[src/rtl/dflop_bank_write_arbiter_pkg.sv]
// Shared definitions for the DFlop bank write arbiter.
//   state_t     : transaction FSM states (IDLE -> LOAD -> CHECK)
//   ERR_CNT_W   : width of the saturating mismatch counter
//   ERR_CNT_MAX : saturation value of that counter
//   onehot()    : 32-bit one-hot of idx, all-zero when idx is out of range n
package dflop_bank_write_arbiter_pkg;

   typedef enum logic [1:0] {
      IDLE  = 2'd0,
      LOAD  = 2'd1,
      CHECK = 2'd2
   } state_t;

   localparam int unsigned ERR_CNT_W = 8;
   localparam logic [ERR_CNT_W-1:0] ERR_CNT_MAX = 8'd255;

   // Out-of-range indices yield zero so an unmapped address strobes nothing.
   function automatic logic [31:0] onehot(input int unsigned idx, input int unsigned n);
      logic [31:0] v;
      v = '0;
      if ((idx < n) && (idx < 32))
         v = 32'd1 << idx;
      return v;
   endfunction

endpackage

[src/rtl/dflop_bank_write_arbiter_rr_arbiter.sv]
// Combinational round-robin search: the first set request at or after the
// pointer (wrapping modulo NREQ) wins. The caller registers the result.
// Ports:
//   i_req   [NREQ-1:0] request vector
//   i_ptr   [PW-1:0]   priority pointer (highest-priority index)
//   o_gnt   [PW-1:0]   winning index (0 when nothing requested)
//   o_valid            at least one request present
module rr_arbiter #(
   parameter  int unsigned NREQ = 4,
   localparam int unsigned PW   = (NREQ > 1) ? $clog2(NREQ) : 1
) (
   input  logic [NREQ-1:0] i_req,
   input  logic [PW-1:0]   i_ptr,
   output logic [PW-1:0]   o_gnt,
   output logic            o_valid
);

   int unsigned w_idx;

   always_comb begin
      o_gnt   = '0;
      o_valid = 1'b0;
      w_idx   = 0;
      for (int unsigned off = 0; off < NREQ; off++) begin
         w_idx = (32'(i_ptr) + off) % NREQ;
         // Constant-index compare keeps the request select a plain mux.
         for (int unsigned i = 0; i < NREQ; i++) begin
            if (!o_valid && (w_idx == i) && i_req[i]) begin
               o_gnt   = i[PW-1:0];
               o_valid = 1'b1;
            end
         end
      end
   end

endmodule

[src/rtl/dflop_bank_write_arbiter.sv]
// Shares one bank of load-enabled DFlop words between NREQ requesters.
// Round-robin grant, one-cycle load strobe, one-cycle readback check, then a
// per-requester ack with pass/fail and a saturating mismatch count.
// Ports:
//   clk        clock, rising edge
//   arst       asynchronous reset, active low
//   req        [NREQ]        per-requester level request, held until ack
//   addr       [NREQ*AW]     per-requester target word
//   wdata      [NREQ*WIDTH]  per-requester write data
//   bank_dout  [NREGS*WIDTH] current bank contents
//   load       [NREGS]       one-hot word load strobe
//   din        [WIDTH]       shared bank data bus (holds last value)
//   ack        [NREQ]        one-cycle completion pulse
//   wr_err                   readback mismatch, valid with ack
//   busy                     transaction in flight (LOAD/CHECK)
//   err_cnt    [8]           saturating mismatch count
module dflop_bank_write_arbiter
   import dflop_bank_write_arbiter_pkg::*;
#(
   parameter  int unsigned NREQ  = 4,
   parameter  int unsigned WIDTH = 8,
   parameter  int unsigned NREGS = 4,
   localparam int unsigned AW    = (NREGS > 1) ? $clog2(NREGS) : 1,
   localparam int unsigned PW    = (NREQ > 1) ? $clog2(NREQ) : 1
) (
   input  logic                   clk,
   input  logic                   arst,
   input  logic [NREQ-1:0]        req,
   input  logic [NREQ*AW-1:0]     addr,
   input  logic [NREQ*WIDTH-1:0]  wdata,
   input  logic [NREGS*WIDTH-1:0] bank_dout,
   output logic [NREGS-1:0]       load,
   output logic [WIDTH-1:0]       din,
   output logic [NREQ-1:0]        ack,
   output logic                   wr_err,
   output logic                   busy,
   output logic [ERR_CNT_W-1:0]   err_cnt
);

   state_t                r_state, w_state_nxt;
   logic [PW-1:0]         r_ptr, w_ptr_nxt;
   logic [PW-1:0]         r_g, w_g_nxt;
   logic [AW-1:0]         r_a, w_a_nxt;
   logic [WIDTH-1:0]      r_d, w_d_nxt;
   logic [NREGS-1:0]      r_load, w_load_nxt;
   logic [WIDTH-1:0]      r_din, w_din_nxt;
   logic [NREQ-1:0]       r_ack, w_ack_nxt;
   logic                  r_busy, w_busy_nxt;
   logic [ERR_CNT_W-1:0]  r_err_cnt, w_cnt_nxt;

   logic [PW-1:0]         w_gnt;
   logic                  w_valid;
   logic [AW-1:0]         w_sel_addr;
   logic [WIDTH-1:0]      w_sel_data;
   logic [WIDTH-1:0]      w_rd_word;
   logic                  w_rd_hit;
   logic                  w_mismatch;

   rr_arbiter #(.NREQ(NREQ)) u_rr (
      .i_req   (req),
      .i_ptr   (r_ptr),
      .o_gnt   (w_gnt),
      .o_valid (w_valid)
   );

   // Winner's address/data slice.
   always_comb begin
      w_sel_addr = '0;
      w_sel_data = '0;
      for (int unsigned i = 0; i < NREQ; i++) begin
         if (32'(w_gnt) == i) begin
            w_sel_addr = addr[i*AW +: AW];
            w_sel_data = wdata[i*WIDTH +: WIDTH];
         end
      end
   end

   // Readback of the latched word; an address with no backing word never hits
   // and therefore always reports a mismatch.
   always_comb begin
      w_rd_word = '0;
      w_rd_hit  = 1'b0;
      for (int unsigned k = 0; k < NREGS; k++) begin
         if (32'(r_a) == k) begin
            w_rd_word = bank_dout[k*WIDTH +: WIDTH];
            w_rd_hit  = 1'b1;
         end
      end
   end

   assign w_mismatch = !w_rd_hit || (w_rd_word != r_d);

   // Next-state and next-output logic; outputs are registered on the
   // transition into the state in which they must be visible.
   always_comb begin
      w_state_nxt = r_state;
      w_ptr_nxt   = r_ptr;
      w_g_nxt     = r_g;
      w_a_nxt     = r_a;
      w_d_nxt     = r_d;
      w_load_nxt  = '0;
      w_din_nxt   = r_din;
      w_ack_nxt   = '0;
      w_busy_nxt  = 1'b0;
      w_cnt_nxt   = r_err_cnt;
      case (r_state)
         IDLE: begin
            if (w_valid) begin
               w_g_nxt     = w_gnt;
               w_a_nxt     = w_sel_addr;
               w_d_nxt     = w_sel_data;
               w_load_nxt  = NREGS'(onehot(32'(w_sel_addr), NREGS));
               w_din_nxt   = w_sel_data;
               w_busy_nxt  = 1'b1;
               w_state_nxt = LOAD;
            end
         end
         LOAD: begin
            w_ack_nxt   = NREQ'(onehot(32'(r_g), NREQ));
            w_busy_nxt  = 1'b1;
            w_state_nxt = CHECK;
         end
         CHECK: begin
            w_ptr_nxt = (32'(r_g) == NREQ - 1) ? '0 : r_g + 1'b1;
            if (w_mismatch && (r_err_cnt != ERR_CNT_MAX))
               w_cnt_nxt = r_err_cnt + 1'b1;
            w_state_nxt = IDLE;
         end
         default: w_state_nxt = IDLE;
      endcase
   end

   always_ff @(posedge clk or negedge arst) begin
      if (!arst) begin
         r_state   <= IDLE;
         r_ptr     <= '0;
         r_g       <= '0;
         r_a       <= '0;
         r_d       <= '0;
         r_load    <= '0;
         r_din     <= '0;
         r_ack     <= '0;
         r_busy    <= 1'b0;
         r_err_cnt <= '0;
      end else begin
         r_state   <= w_state_nxt;
         r_ptr     <= w_ptr_nxt;
         r_g       <= w_g_nxt;
         r_a       <= w_a_nxt;
         r_d       <= w_d_nxt;
         r_load    <= w_load_nxt;
         r_din     <= w_din_nxt;
         r_ack     <= w_ack_nxt;
         r_busy    <= w_busy_nxt;
         r_err_cnt <= w_cnt_nxt;
      end
   end

   assign load    = r_load;
   assign din     = r_din;
   assign ack     = r_ack;
   assign busy    = r_busy;
   assign err_cnt = r_err_cnt;
   assign wr_err  = (r_state == CHECK) && w_mismatch;

endmodule

[config.mk]
export PLATFORM = sky130hd
export DESIGN_NAME = dflop_bank_write_arbiter
export DESIGN_NICKNAME = d
export VERILOG_FILES = /design/src/rtl/dflop_bank_write_arbiter_pkg.sv /design/src/rtl/dflop_bank_write_arbiter_rr_arbiter.sv /design/src/rtl/dflop_bank_write_arbiter.sv
export SDC_FILE = /design/constraint.sdc
export NUM_CORES = 1
export LEC_CHECK = 0
export BUFFER_PORTS_ARGS = -buffer_cell sky130_fd_sc_hd__buf_2
export CAP_MARGIN = 20
export CORE_UTILIZATION = 46
export DETAILED_ROUTE_END_ITERATION = 8
export HOLD_SLACK_MARGIN = 0.06
export PLACE_DENSITY = 0.89
export SLEW_MARGIN = 40
export SYNTH_ARGS = -nofsm -noshare
export SYNTH_HDL_FRONTEND = slang
export SYNTH_SLANG_ARGS = --single-unit
[constraint.sdc]
create_clock -name clk -period 2.6 [get_ports clk]
set_clock_uncertainty 0.1 [all_clocks]
set_input_delay 0.52 -clock clk [delete_from_list [all_inputs] [get_ports clk]]
set_output_delay 0.52 -clock clk [all_outputs]
set_load 0.01 [all_outputs]
# Word level (Yosys, flattened, before mapping)
# Cells that the tools add are included.
# word_totals
regBits	33
input_bits	78
elab_cells	154
# classes
add_sub_neg	5
eq_ne	24
shifts	2
n_mux	55
reduce_logical	59
# ops
cell	count
logical NOT 32 bit	4
two-way mux 8 bit	8
two-way mux 2 bit	20
logical AND 1 bit	33
equality test 2 bit, second input constant	14
two-way mux 1 bit	22
logical NOT 1 bit	16
equality test 2 x 1 -> 1 bit, second input constant	7
two-way mux 4 bit	3
adder 8 x 1 -> 8 bit, second input constant	1
!= test 8 bit	1
!= test 8 bit, second input constant	1
left shift 1 x 2 -> 4 bit, first input constant	2
logical NOT 2 bit	3
adder 2 x 1 -> 2 bit, second input constant	2
adder 2 bit, second input constant	2
case mux 2 bit (2 select lines)	1
AND reduction 2 bit	2
!= test 2 x 1 -> 1 bit, second input constant	1
case mux 1 bit (2 select lines)	1
logical OR 1 bit	1

# Depth between registers and ports, before layout
# depth
ltp_word	71
mapped_depth	8

# By module
# From an unflattened synthesis, not the netlist that was laid out.
# unflattened
cells_unflattened	150
area_unflattened_um2	1905.6
# by_module_without_submodules
mod	instances	cells_per_inst	area_each_um2
dflop_bank_write_arbiter	1	135	1828.0
rr_arbiter	1	15	77.6

# Worst setup path before layout
# No wires, ideal clock.
# synth_timing
path_kind	register to output
start	register r_a[0]
end	output port wr_err
arrival_time_ps	1591
slack_ps	389
stages_incl_launch_ff	7
path_buffers	1
path_cell_list	dfrtp_1 buf_4 mux4_2 xnor2_1 nand4_1 nor2_2 nor2_1
# synth_via
elab_chain_cells	8
word_cells_on_any_way	16
cone_classes	eq/ne (4); mux (8); reduce/logical (4)
# synth_rtl
element	line_no	source
from (decl)	dflop_bank_write_arbiter.sv:43	logic [AW-1:0] r_a, w_a_nxt;
from (signal assigned)	dflop_bank_write_arbiter.sv:149	r_a <= w_a_nxt;
logical NOT 2 bit	dflop_bank_write_arbiter.sv:84	if (32'(r_a) == k) begin
two-way mux 8 bit / two-way mux 1 bit (equally long branches) (4 in series)	dflop_bank_write_arbiter.sv:84	
!= test 8 bit / logical NOT 1 bit (equally long branches)	dflop_bank_write_arbiter.sv:91	assign w_mismatch = !w_rd_hit || (w_rd_word != r_d);
logical OR 1 bit *	dflop_bank_write_arbiter.sv:91	
logical AND 1 bit *	dflop_bank_write_arbiter.sv:164	assign wr_err = (r_state == CHECK) && w_mismatch;
to (decl)	dflop_bank_write_arbiter.sv:35	output logic wr_err,
# Mark *: on every way between the ends. The rest lies on a longest branch, timed or not.

# Worst setup path after layout
# Same ends and word-level chain as after synthesis.

==> results.py <==
metrics = {
    "run_status": {
        "outcome": "finished, violations left",
        "failed_checks": "negative setup slack",
    },
    "placed_design": {
        "place.port_buffers": 103,
        "place_area_sq_um": 2650,
        "place_hpwl_um": 4000,
        "routabilityCongestion": 0.808,
    },
    "timing": {
        "finalSetupViolCount": 1,
        "layout_setup_ws_ns": -0.0557,
        "whs_ns": 0.182,
        "slew_violations": 0,
        "min_period_over_period": 1.02,
        "worst_pin_slew_ns": 0.687,
        "rsz0062_at_grt": "true",
        "fmax_mhz": 377,
        "relSlewSlack": 0.542,
        "hold_viol": 0,
        "post-route-min-period_ns": 2.66,
    },
    "grt": {
        "overflow": 0,
        "grt_pass1_wl_um": 8850,
        "grt_max_degree": 34,
        "first_global_vias": 1860,
        "grt_usage": 0.233,
        "antenna_found_initial": 0,
    },
    "detailed_routing": {
        "viasPerCell": 5.42,
        "first_pass_iters": 4,
        "drtAntennaViolNets": 0,
        "remaining_drc_errors": 0,
        "routed_wl_um": 5400,
        "wire_per_inst_um": 14.5,
        "drt-initial-drc-count": 99,
        "vias": 2020,
    },
    "critical_path": {
        "crit_chain": "buf_6, buf_4, mux4_2, xnor2_1, nand4_1, nor2_2, nor2_1, buf_2",
        "regToRegStartpoint": "r_a[0]",
        "worstPathMaxFanout": 8,
        "path_delay_family": "multiplexers",
        "cp-end-kind": "output port",
        "worst-path-buf-inv": 3,
        "start_kind": "flop",
        "critPathKind": "flop to output port",
        "cp.required_ns": 1.98,
        "cp_slowest_cell": "mux4_2",
        "timing.rr.end": "err_cnt[5]",
        "reg2reg_depth": 9,
        "cp_slowest_stage_delay_ns": 0.50,
        "r2r_slack_ns": 0.26,
        "crit_arrival_ns": 2.04,
    },
    "clock_tree": {
        "clock_path_buffers": 2,
        "clkLatencyLatePin_ns": 0.28,
        "htree_levels": 2,
        "cts_root_buf": "clkbuf_8",
        "clk_pin_slew_worst_paths_ns": 0.07,
        "postCtsHoldBufs": 0,
        "cts_tree": "yes",
        "cts_buffers": 5,
        "cts_sinks": 33,
    },
    "synth": {
        "postSynthNetCount": 300,
        "syn_area_per_cell_sq_um": 9.66,
        "syn_inst": 217,
        "synth_seq_cells": 33,
        "synth.area.top_cells": "dfrtp_1 39%, mux4_2 8.6%, nor2_1 4.7%, a21oi_1 4.1%, xnor2_1 3.8%",
        "netlist_area_sq_um": 2100,
        "synth_top_cell_by_area": "dfrtp_1",
        "yosysSeqAreaShare": 0.394,
        "yosysTopAreaCellShare": 0.394,
        "ys_warn_count": 0,
        "synth.distinct_cells": 44,
    },
    "floorplan": {
        "start_util": 0.481,
        "dieArea_sq_um": 4830,
        "io_pins": 104,
        "fp.dieW_um": 69.5,
        "die_h_um": 69.5,
        "core_sq_um": 4350,
        "rows": 24,
    },
    "final_layout": {
        "final_area_sq_um": 2800,
        "final_nets": 403,
        "drive_above_1_share": 0.427,
        "diodes": 0,
        "area_delta_synth_final_pct": 33.4,
        "fillCellCount": 323,
    },
    "worst_hold_path": {
        "min_path_type": "input port to asynchronous set/reset pin",
    },
    "power_and_ir_drop": {
        "leakagePower_uw": 0.00139,
        "power.density_nw_per_um2": 1100,
        "peakVddDrop_mv": 0.431,
    },
    "flow_run": {
        "cap_viol_max_count": 0,
    },
}
## cells in the final DEF (no fill, tap or decap), drive strengths merged, types with 6 or more instances in the layout
cell	n
a21oi	17
a22o	8
a22oi	8
buf	111
clkbuf	6
dfrtp	33
inv	9
mux4	8
nand2	7
nand3	6
nor2	27
o21ai	16
xnor2	9
xor2	6
## worst max path at each step
stage | from | endpoint | slack [ns] | cells past startpoint
floorplan | r_a[0] | wr_err | 0.39 | 6
global placement | bank_dout[24] | wr_err | 0.25 | 7
detailed placement | bank_dout[27] | wr_err | 0.18 | 7
CTS | r_a[0] | wr_err | -0.05 | 7
global route | r_a[0] | wr_err | -0.16 | 8
finish | r_a[0] | wr_err | -0.06 | 8
## registers in the layout (all words and copies together), names as in the netlist
signal / cells
ack: 4
busy: 1
din: 8
err_cnt: 8
load: 4
r_a: 2
r_g: 2
r_ptr: 2
r_state: 2
## cells by family (layout without fill, tap and decap cells)
kind of cell / after synthesis / in the layout / synth area share
DFF: 33 / 33 / 0.394
muxes: 12 / 12 / 0.107
xor gates and xnor gates: 15 / 15 / 0.0627
adders and majority gates: 5 / 5 / 0.0299
and+or+nand+nor: 69 / 69 / 0.165
AOI/OAI and AO/OA: 59 / 59 / 0.186
buffers and inverters: 24 / 128 / 0.0543
## synth_stat cells, drive strengths merged
cell type   n
and3        3
buf         6
o211a       1
a21boi      1
xor2        6
o221a       1
a222oi      1
inv         9
nand2b      2
a22oi       8
o221ai      2
ha          5
clkbuf      9
nor2       27
xnor2       9
a22o        8
o2bb2a      1
a21oi      17
o21ai      16
nor4b       1
nor3b       2
or2         2
nand2       7
nor2b       5
nand4       3
dfrtp      33
mux4        8
and2        5
nand3       6
o22ai       2
a221o       1
nor3        4
or3         2
mux2        4
## report_power, final
| group | internal (uW) | switching (uW) | leakage [uW] | total [uW] |
|---|---|---|---|---|
| Clock | 311 | 181 | 0.0000574 | 493 |
| Sequential | 742 | 274 | 0.000403 | 1020 |
| Combinational | 792 | 776 | 0.000925 | 1570 |
## metal layers
metal | part of all wire | up-vias | track usage
met5 | 0 | - | 0
met4 | 0.010 | 0 | 0.0612
met3 | 0.062 | 6 | 0.0407
met2 | 0.51 | 83 | 0.402
met1 | 0.42 | 949 | 0.303
li1 | - | 982 | -
## stage by stage
step	setup TNS, ns	setup slack [ns]	std cells	util	total power, uW
floorplan	0	0.389	217	-	2030
global placement	0	0.249	364	0.608	2450
detailed placement	0	0.179	364	0.608	2530
CTS	-0.0482	-0.0482	372	0.639	3060
global route	-0.161	-0.161	373	0.642	3300
finish	-0.0557	-0.0557	373	0.642	3080
## cell type report
| class | instances | area, sq um | share of cell area |
|---|---|---|---|
| clock buffer | 6 | 82.6 | 0.0295 |
| multi-input combinational | 160 | 1170 | 0.419 |
| sequential | 33 | 826 | 0.295 |
| inverter | 9 | 33.8 | 0.0121 |
| timing repair buffer | 111 | 579 | 0.207 |
| tap | 52 | 65.1 | 0.0233 |
| clock inverter | 2 | 37.5 | 0.0134 |
## what timing repair did
action,in CTS,in global routing
setup buffers,0,1
endpoints found under the setup margin,1,1
cloned,0,0
pin swaps,1,1
gates resized for setup,2,1
Power figures use the tool's default switching activity.
